[src/rtl/alu_pipe_pkg.sv]
// Shared types for the pipelined ALU.
//   alu_op_e    : 3-bit opcode; every encoding is a defined operation.
//   alu_flags_t : flag bundle carried alongside a result (zero, carry, error).
package alu_pipe_pkg;

  typedef enum logic [2:0] {
    OP_ADD = 3'd0,
    OP_SUB = 3'd1,
    OP_AND = 3'd2,
    OP_OR  = 3'd3,
    OP_XOR = 3'd4,
    OP_SHL = 3'd5,
    OP_SHR = 3'd6,
    OP_CMP = 3'd7
  } alu_op_e;

  typedef struct packed {
    logic zero;
    logic carry;
    logic error;
  } alu_flags_t;

endpackage

[src/rtl/alu_pipe_exec.sv]
// Combinational ALU core for alu_pipe.
//   a, b   : operands; for shifts b[$clog2(WIDTH)-1:0] is the shift amount
//   op     : opcode
//   result : WIDTH-bit result (0 on error)
//   flags  : zero (result==0 and no error), carry/borrow/shifted-out bit,
//            error (shift amount has bits set above the legal range)
module alu_pipe_exec
  import alu_pipe_pkg::*;
#(
  parameter int unsigned WIDTH = 8
) (
  input  logic [WIDTH-1:0] a,
  input  logic [WIDTH-1:0] b,
  input  alu_op_e          op,
  output logic [WIDTH-1:0] result,
  output alu_flags_t       flags
);

  localparam int unsigned SH_W = $clog2(WIDTH);

  logic [SH_W-1:0]  sh;
  logic             shift_oor;
  logic [WIDTH:0]   wide;
  logic [WIDTH-1:0] res;
  logic             cy;
  logic             err;

  assign sh        = b[SH_W-1:0];
  assign shift_oor = |b[WIDTH-1:SH_W];

  always_comb begin
    wide = '0;
    res  = '0;
    cy   = 1'b0;
    err  = 1'b0;
    unique case (op)
      OP_ADD: begin
        wide = {1'b0, a} + {1'b0, b};
        res  = wide[WIDTH-1:0];
        cy   = wide[WIDTH];
      end
      OP_SUB: begin
        // Top bit of the extended difference is the borrow (a < b).
        wide = {1'b0, a} - {1'b0, b};
        res  = wide[WIDTH-1:0];
        cy   = wide[WIDTH];
      end
      OP_AND: res = a & b;
      OP_OR:  res = a | b;
      OP_XOR: res = a ^ b;
      OP_SHL: begin
        if (shift_oor) begin
          err = 1'b1;
        end else begin
          // Extra MSB catches a[WIDTH-sh]; stays 0 when sh==0.
          wide = {1'b0, a} << sh;
          res  = wide[WIDTH-1:0];
          cy   = wide[WIDTH];
        end
      end
      OP_SHR: begin
        if (shift_oor) begin
          err = 1'b1;
        end else begin
          // Extra LSB catches a[sh-1]; stays 0 when sh==0.
          wide = {a, 1'b0} >> sh;
          res  = wide[WIDTH:1];
          cy   = wide[0];
        end
      end
      OP_CMP: res = {{(WIDTH-1){1'b0}}, (a < b)};
    endcase
  end

  assign result      = res;
  assign flags.zero  = (res == '0) & ~err;
  assign flags.carry = cy;
  assign flags.error = err;

endmodule

[src/rtl/alu_pipe.sv]
// Two-stage pipelined ALU with valid/ready handshakes and full backpressure.
//   clk, rst                : clock (rising edge), async active-high reset
//   in_valid_i / in_ready_o : operand beat handshake (a_i, b_i, op_i)
//   out_valid_o/out_ready_i : result beat handshake
//   result_o, zero_o, carry_o, error_o : registered result and flags
//   op_count_o  : completed output beats, saturating
//   err_count_o : completed output beats with error_o set, saturating
// S1 registers operands; S2 registers the computed result. Both stages may
// advance on the same edge, giving one beat per cycle when unstalled.
module alu_pipe
  import alu_pipe_pkg::*;
#(
  parameter int unsigned WIDTH = 8,
  parameter int unsigned CNT_W = 16
) (
  input  logic             clk,
  input  logic             rst,
  input  logic             in_valid_i,
  output logic             in_ready_o,
  input  logic [WIDTH-1:0] a_i,
  input  logic [WIDTH-1:0] b_i,
  input  logic [2:0]       op_i,
  output logic             out_valid_o,
  input  logic             out_ready_i,
  output logic [WIDTH-1:0] result_o,
  output logic             zero_o,
  output logic             carry_o,
  output logic             error_o,
  output logic [CNT_W-1:0] op_count_o,
  output logic [CNT_W-1:0] err_count_o
);

  logic             s1_valid;
  logic [WIDTH-1:0] s1_a;
  logic [WIDTH-1:0] s1_b;
  alu_op_e          s1_op;

  logic             s2_valid;
  logic [WIDTH-1:0] s2_result;
  alu_flags_t       s2_flags;

  logic [WIDTH-1:0] exec_result;
  alu_flags_t       exec_flags;

  logic s2_load;
  logic in_fire;
  logic out_fire;

  logic [CNT_W-1:0] op_count;
  logic [CNT_W-1:0] err_count;

  // S2 accepts when empty or when its current beat leaves this edge.
  assign s2_load    = s1_valid & (~s2_valid | out_ready_i);
  assign in_ready_o = ~s1_valid | s2_load;
  assign in_fire    = in_valid_i & in_ready_o;
  assign out_fire   = s2_valid & out_ready_i;

  alu_pipe_exec #(.WIDTH(WIDTH)) u_exec (
    .a      (s1_a),
    .b      (s1_b),
    .op     (s1_op),
    .result (exec_result),
    .flags  (exec_flags)
  );

  always_ff @(posedge clk or posedge rst) begin
    if (rst) begin
      s1_valid <= 1'b0;
      s1_a     <= '0;
      s1_b     <= '0;
      s1_op    <= OP_ADD;
    end else if (in_fire) begin
      s1_valid <= 1'b1;
      s1_a     <= a_i;
      s1_b     <= b_i;
      s1_op    <= alu_op_e'(op_i);
    end else if (s2_load) begin
      s1_valid <= 1'b0;
    end
  end

  always_ff @(posedge clk or posedge rst) begin
    if (rst) begin
      s2_valid  <= 1'b0;
      s2_result <= '0;
      s2_flags  <= '0;
    end else if (s2_load) begin
      s2_valid  <= 1'b1;
      s2_result <= exec_result;
      s2_flags  <= exec_flags;
    end else if (out_fire) begin
      s2_valid  <= 1'b0;
    end
  end

  always_ff @(posedge clk or posedge rst) begin
    if (rst) begin
      op_count  <= '0;
      err_count <= '0;
    end else if (out_fire) begin
      if (op_count != '1) begin
        op_count <= op_count + CNT_W'(1);
      end
      if (s2_flags.error && (err_count != '1)) begin
        err_count <= err_count + CNT_W'(1);
      end
    end
  end

  assign out_valid_o = s2_valid;
  assign result_o    = s2_result;
  assign zero_o      = s2_flags.zero;
  assign carry_o     = s2_flags.carry;
  assign error_o     = s2_flags.error;
  assign op_count_o  = op_count;
  assign err_count_o = err_count;

endmodule

[config.mk]
export PLATFORM = sky130hd
export DESIGN_NAME = alu_pipe
export DESIGN_NICKNAME = d
export VERILOG_FILES = /design/src/rtl/alu_pipe_pkg.sv /design/src/rtl/alu_pipe_exec.sv /design/src/rtl/alu_pipe.sv
export SDC_FILE = /design/constraint.sdc
export NUM_CORES = 1
export LEC_CHECK = 0
export CAP_MARGIN = 20
export CELL_PAD_IN_SITES_DETAIL_PLACEMENT = 1
export CELL_PAD_IN_SITES_GLOBAL_PLACEMENT = 1
export CORE_ASPECT_RATIO = 1.1
export CORE_UTILIZATION = 39
export DETAILED_ROUTE_END_ITERATION = 10
export PLACE_DENSITY_LB_ADDON = 0.15
export RECOVER_POWER = 50
export SLEW_MARGIN = 20
export SYNTH_ARGS = -nofsm -noshare
export SYNTH_HDL_FRONTEND = slang
export SYNTH_HIERARCHICAL = 1
export SYNTH_SLANG_ARGS = --single-unit
[constraint.sdc]
create_clock -name clk -period 2.6 [get_ports clk]
set_input_delay 0.52 -clock clk [delete_from_list [all_inputs] [get_ports clk]]
set_output_delay 0.52 -clock clk [all_outputs]
set_load 0.02 [all_outputs]
# Word-level counts from Yosys, hierarchy flattened
# Index checks and enable logic that the tools add are counted.
# totals
reg_bits	64
latchBits	0
mem_bits_rw	0
romBits	0
in_bits	23
out_inout_bits	45
elab_cells	60
mem_count	0
# classes
n_addsub	4
multipliers	0
div	0
order_cmp	1
n_eq_ne	9
n_shift	2
n_mux	12
bitwise_logic	12
n_reduce_logical	9
# ops
cell	n
one-hot mux 8 bit (8 select lines)	1
adder 16 x 1 -> 16 bit, second input constant	2
inequality test 16 bit, second input constant	2
2-to-1 mux 8 bit	2
equality test 3 bit, second input constant	4
adder 8 x 8 -> 9 bit	1
left shift 8 x 3 -> 9 bit	1
>> shifter 9 x 3 -> 9 bit	1
subtractor 8 x 8 -> 9 bit	1
AND 8 bit	1
logical NOT 8 bit	1
less-than comparator 8 bit	1
2-to-1 mux 1 bit	8
bitwise OR 8 bit	1
XOR 8 bit	1
equality test 3 x 2 -> 1 bit, second input constant	2
OR reduction 5 bit	1
AND 1 bit	4
one-hot mux 1 bit (4 select lines)	1
AND reduction 2 bit	2
nonzero test 2 bit	2
equality test 3 x 1 -> 1 bit, second input constant	1
logical NOT 3 bit	1
inverter 1 bit	3
3 further kinds	4

# Depth between registers and ports, before layout
# depth
ltp_word	6
depth_mapped	13
depth_no_buf	12

# Modules after synthesis
# Netlist, hierarchy kept.
# by_module_without_submodules
mod	n_inst	cells_per_inst	area_per_inst_um2	seq_area_each_um2
alu_pipe	1	209	2695.1	1601.5
alu_pipe_exec	1	253	1864.3	0.0

# Least setup slack after synthesis
# No wires, ideal clock.
# synth_timing
path_type	reg-to-reg
startpoint	reg s1_b[1]
endpoint	reg s2_flags, in the netlist zero_o
setup_ns	0.065
arrival_ns	2.776
t_required_ns	2.535
slack_ns	-0.241
stages_incl_launch_ff	12
n_path_buf	1
period_less_slack_ns	2.841
path_cell_list	dfrtp_1 -> buf_2 -> clkinv_1 -> ha_1 -> a21oi_1 -> o221ai_1 -> o41ai_1 -> mux2_2 -> nor3_1 -> o211ai_1 -> nor3_2 -> mux2_2
# synth_lines
element	line_no	rtl
start: declaration	alu_pipe.sv:35	logic [WIDTH-1:0] s1_b;
start signal: assignment	alu_pipe.sv:75	s1_b <= b_i;
end signal: assignment	alu_pipe.sv:90	s2_flags <= exec_flags;
end: declaration	alu_pipe.sv:40	alu_flags_t s2_flags;

==> reports/results.ini <==
[outcome]
outcome=complete, no violations

[clock_tree]
cts_buffers=9
h-tree-depth=3
clkTransAtPathRegs_ns=0.05
hold_buffers=0
clock-sinks=64
tritoncts=done
cts_buffer_depth=2
insertion_delay_ns=0.33
clockRootBuffer=clkbuf_16

[grt]
use_met1_pct=31.0
grt_pass1_wl_um=22700
track_usage_pct=24.2
grt_start_max_net_pins=35
grt.overflow.total=0
grt_pass1_vias=4274
use_met3_pct=5.33
grt_antenna_before_repair=0
grt.busiest_layer=met2
met2_usage_pct=40.8

[floorplan]
core_area_um2=11400
ioPinCount=68
num_rows=41
die_width_um=105
start_util_pct=39.9
die-area_um2=12100
dieHeight_um=115

[synthesis]
synth_area_um2=4560
ys_warn_count=6
synth_top_area_share_pct=35.1
synth_edf_count=0
synth_nets=514
synth_area_per_cell_um2=9.87
ys_seq_elements=64
ys_types=71
synth_ff_type=dfrtp_1
yosysTopAreaCell=dfrtp_1
synthArstFlopShare_pct=100
ys_top_cells_by_area=dfrtp_1 35%, mux2_2 9.4%, ha_1 7.4%
syn-instance-count=462
yosysSeqAreaShare_pct=35.1

[sta]
slew_headroom_pct=21.8
fmaxAchievable_mhz=393
report.final.hold_viol_count=0
tns_ns=0
skew_ns=0.00548
rsz0062_at_grt=yes
finalSetupViolations=0
fin_crit_sh_pct=97.8
slew_viol_final=0
fin_crit_ns=2.54
worst_pin_slew_ns=1.17

[route]
vias=4041
routedWlPerCell_um=19.1
routed_wl_um=13900
first_pass_iters=5
via_per_inst=5.55
final_antenna_net_count=0
drt-initial-drc-count=179
drc=0

[setup_path]
crit_top_cell=o211ai_1
worstPathArrival_ns=2.75
r2r-end=zero_o
worstPathMaxFanout=3
slowest_delay_ns=0.41
crit_start=s1_a[0]
crit_chain=inv_2, ha_4, inv_1, fa_2, nor2b_4, o21a_1, o211ai_1, a21o_1, a311oi_2, o211ai_1, nor3_2, mux2_2
crit_path_end_kind=register
cp-start-kind=register
crit_required_ns=2.81
crit_type=reg2reg
path_buf_inv=2
rrSetupSlack_ns=0.06
reg2reg_depth=12
r2r_start=s1_a[0]
critical-path-top-delay-family=compound AO/OA/AOI/OAI gates
cp_slowest_cell=dfrtp_1

[final_layout]
layout.nets=625
area_growth_pct=33.1
utilization_pct=53.0
final_common_cell=dfrtp_1
n_antenna_cell=0
nFillCells=1281
final_cell_mix=63 x dfrtp_1, 59 x clkdlybuf4s50_1, 50 x buf_4
drive_above_1_share_pct=24.7

[pwr]
ir_worst_vdd_mv=0.527
power_density_nw_per_um2=755
p_leak_uw=0.00268

[hold_path]
whs_path_depth=1
min_from=err_count_o[15]
hold_class=reg2reg
holdPathEnd=err_count_o[15]

[placement]
dp_hpwl_um=10500
place.gp.congestion=0.894
io_buffers=67

[run]
maxCapViolations=0

[through the flow]
| stage | cell area (µm²) | setup WS, ns | total power [µW] | std cells | hold WS, ns |
|---|---|---|---|---|---|
| finish | 6070 | 0.0560 | 4580 | 728 | 0.495 |
| global route | 6070 | -0.0479 | 4840 | 728 | 0.519 |
| CTS | 5990 | 0.000794 | 4560 | 725 | 0.502 |
| detailed placement | 5680 | -0.0959 | 3420 | 707 | 0.483 |
| global placement | 5680 | -0.0000187 | 3370 | 707 | 0.468 |
| floorplan | 4570 | 0.00869 | 2580 | 462 | 0.457 |
[cell type report]
class	count	area, µm²	area share [%]
clock buffer	13	250	4.12
clock inverter	3	17.5	0.289
inverter	33	129	2.12
multi-input combinational	347	2830	46.6
sequential	64	1600	26.4
tap	150	188	3.09
timing repair buffer	118	1050	17.4
[synthesized netlist by cell type, types with 4 or more instances]
master     n
mux4_2     6
xnor2_1   12
a221oi_1   4
nor3_1    15
and2_1     4
nor2b_1    5
nand2_1   31
nor2_1    19
a211oi_1   4
a21oi_1   25
a31oi_1    5
o21ai_1    7
inv_1     31
ha_1      27
nand3_1   14
clkbuf_1   5
nand2b_1   8
o211ai_1   4
mux2_2    38
nand4_1   11
buf_2      8
mux2i_1    8
o21ai_0   12
dfrtp_1   64
xor2_1    19
[metal layers]
metal  wire length (µm)  vias up
met3                633       19
met2               6890      102
met4                256        0
met1               6130     2013
met5                  0        -
li1                   -     1907
[worst reg2reg max path: cells and delay by family, from the launching register on]
| family | cells | cell delay (ns) |
|---|---|---|
| AOI/OAI and AO/OA | 5 | 0.96 |
| muxes | 1 | 0.26 |
| buffers and inverters | 2 | 0.14 |
| adders and majority gates | 2 | 0.47 |
| and+or+nand+nor | 2 | 0.19 |
| DFF | 1 | 0.41 |
[sequential cells by signal, indices dropped and copies added (netlist names)]
register / flops
op_count_o: 16
carry_o: 1
s1_a: 8
s1_op: 3
out_valid_o: 1
s1_valid: 1
err_count_o: 16
zero_o: 1
s1_b: 8
error_o: 1
result_o: 8
[logic make-up after synthesis]
family                   count (synthesis)  synth area share, %
AO/OA/AOI/OAI                          101                 15.2
XOR/XNOR                                31                 5.95
adder cells (fa/ha/maj)                 29                 8.29
buffers and inverters                   51                 4.83
flip-flops                              64                 35.1
multiplexers                            53                 14.7
AND/OR/NAND/NOR                        133                 15.9
[power breakdown]
group	switching, µW	leakage (µW)	internal, µW	total (µW)
clock network	410	0.000130	668	1080
logic	1120	0.00174	995	2120
registers	197	0.000812	1190	1390
[worst max-delay path by stage]
stage               endpoint  slack (ns)  cells after the start
floorplan             zero_o       0.009                     11
global placement      zero_o    -0.00002                     12
detailed placement    zero_o        -0.1                     10
CTS                   zero_o      0.0008                     11
global route          zero_o       -0.05                     12
finish                zero_o        0.06                     12
[what timing repair did]
action,in CTS,in global routing
pin swaps,3,4
setup buffers,2,3
hold endpoints to repair,0,0
setup endpoints to repair,3,5
resized for setup,5,20
(Power assumes the default switching activity.)
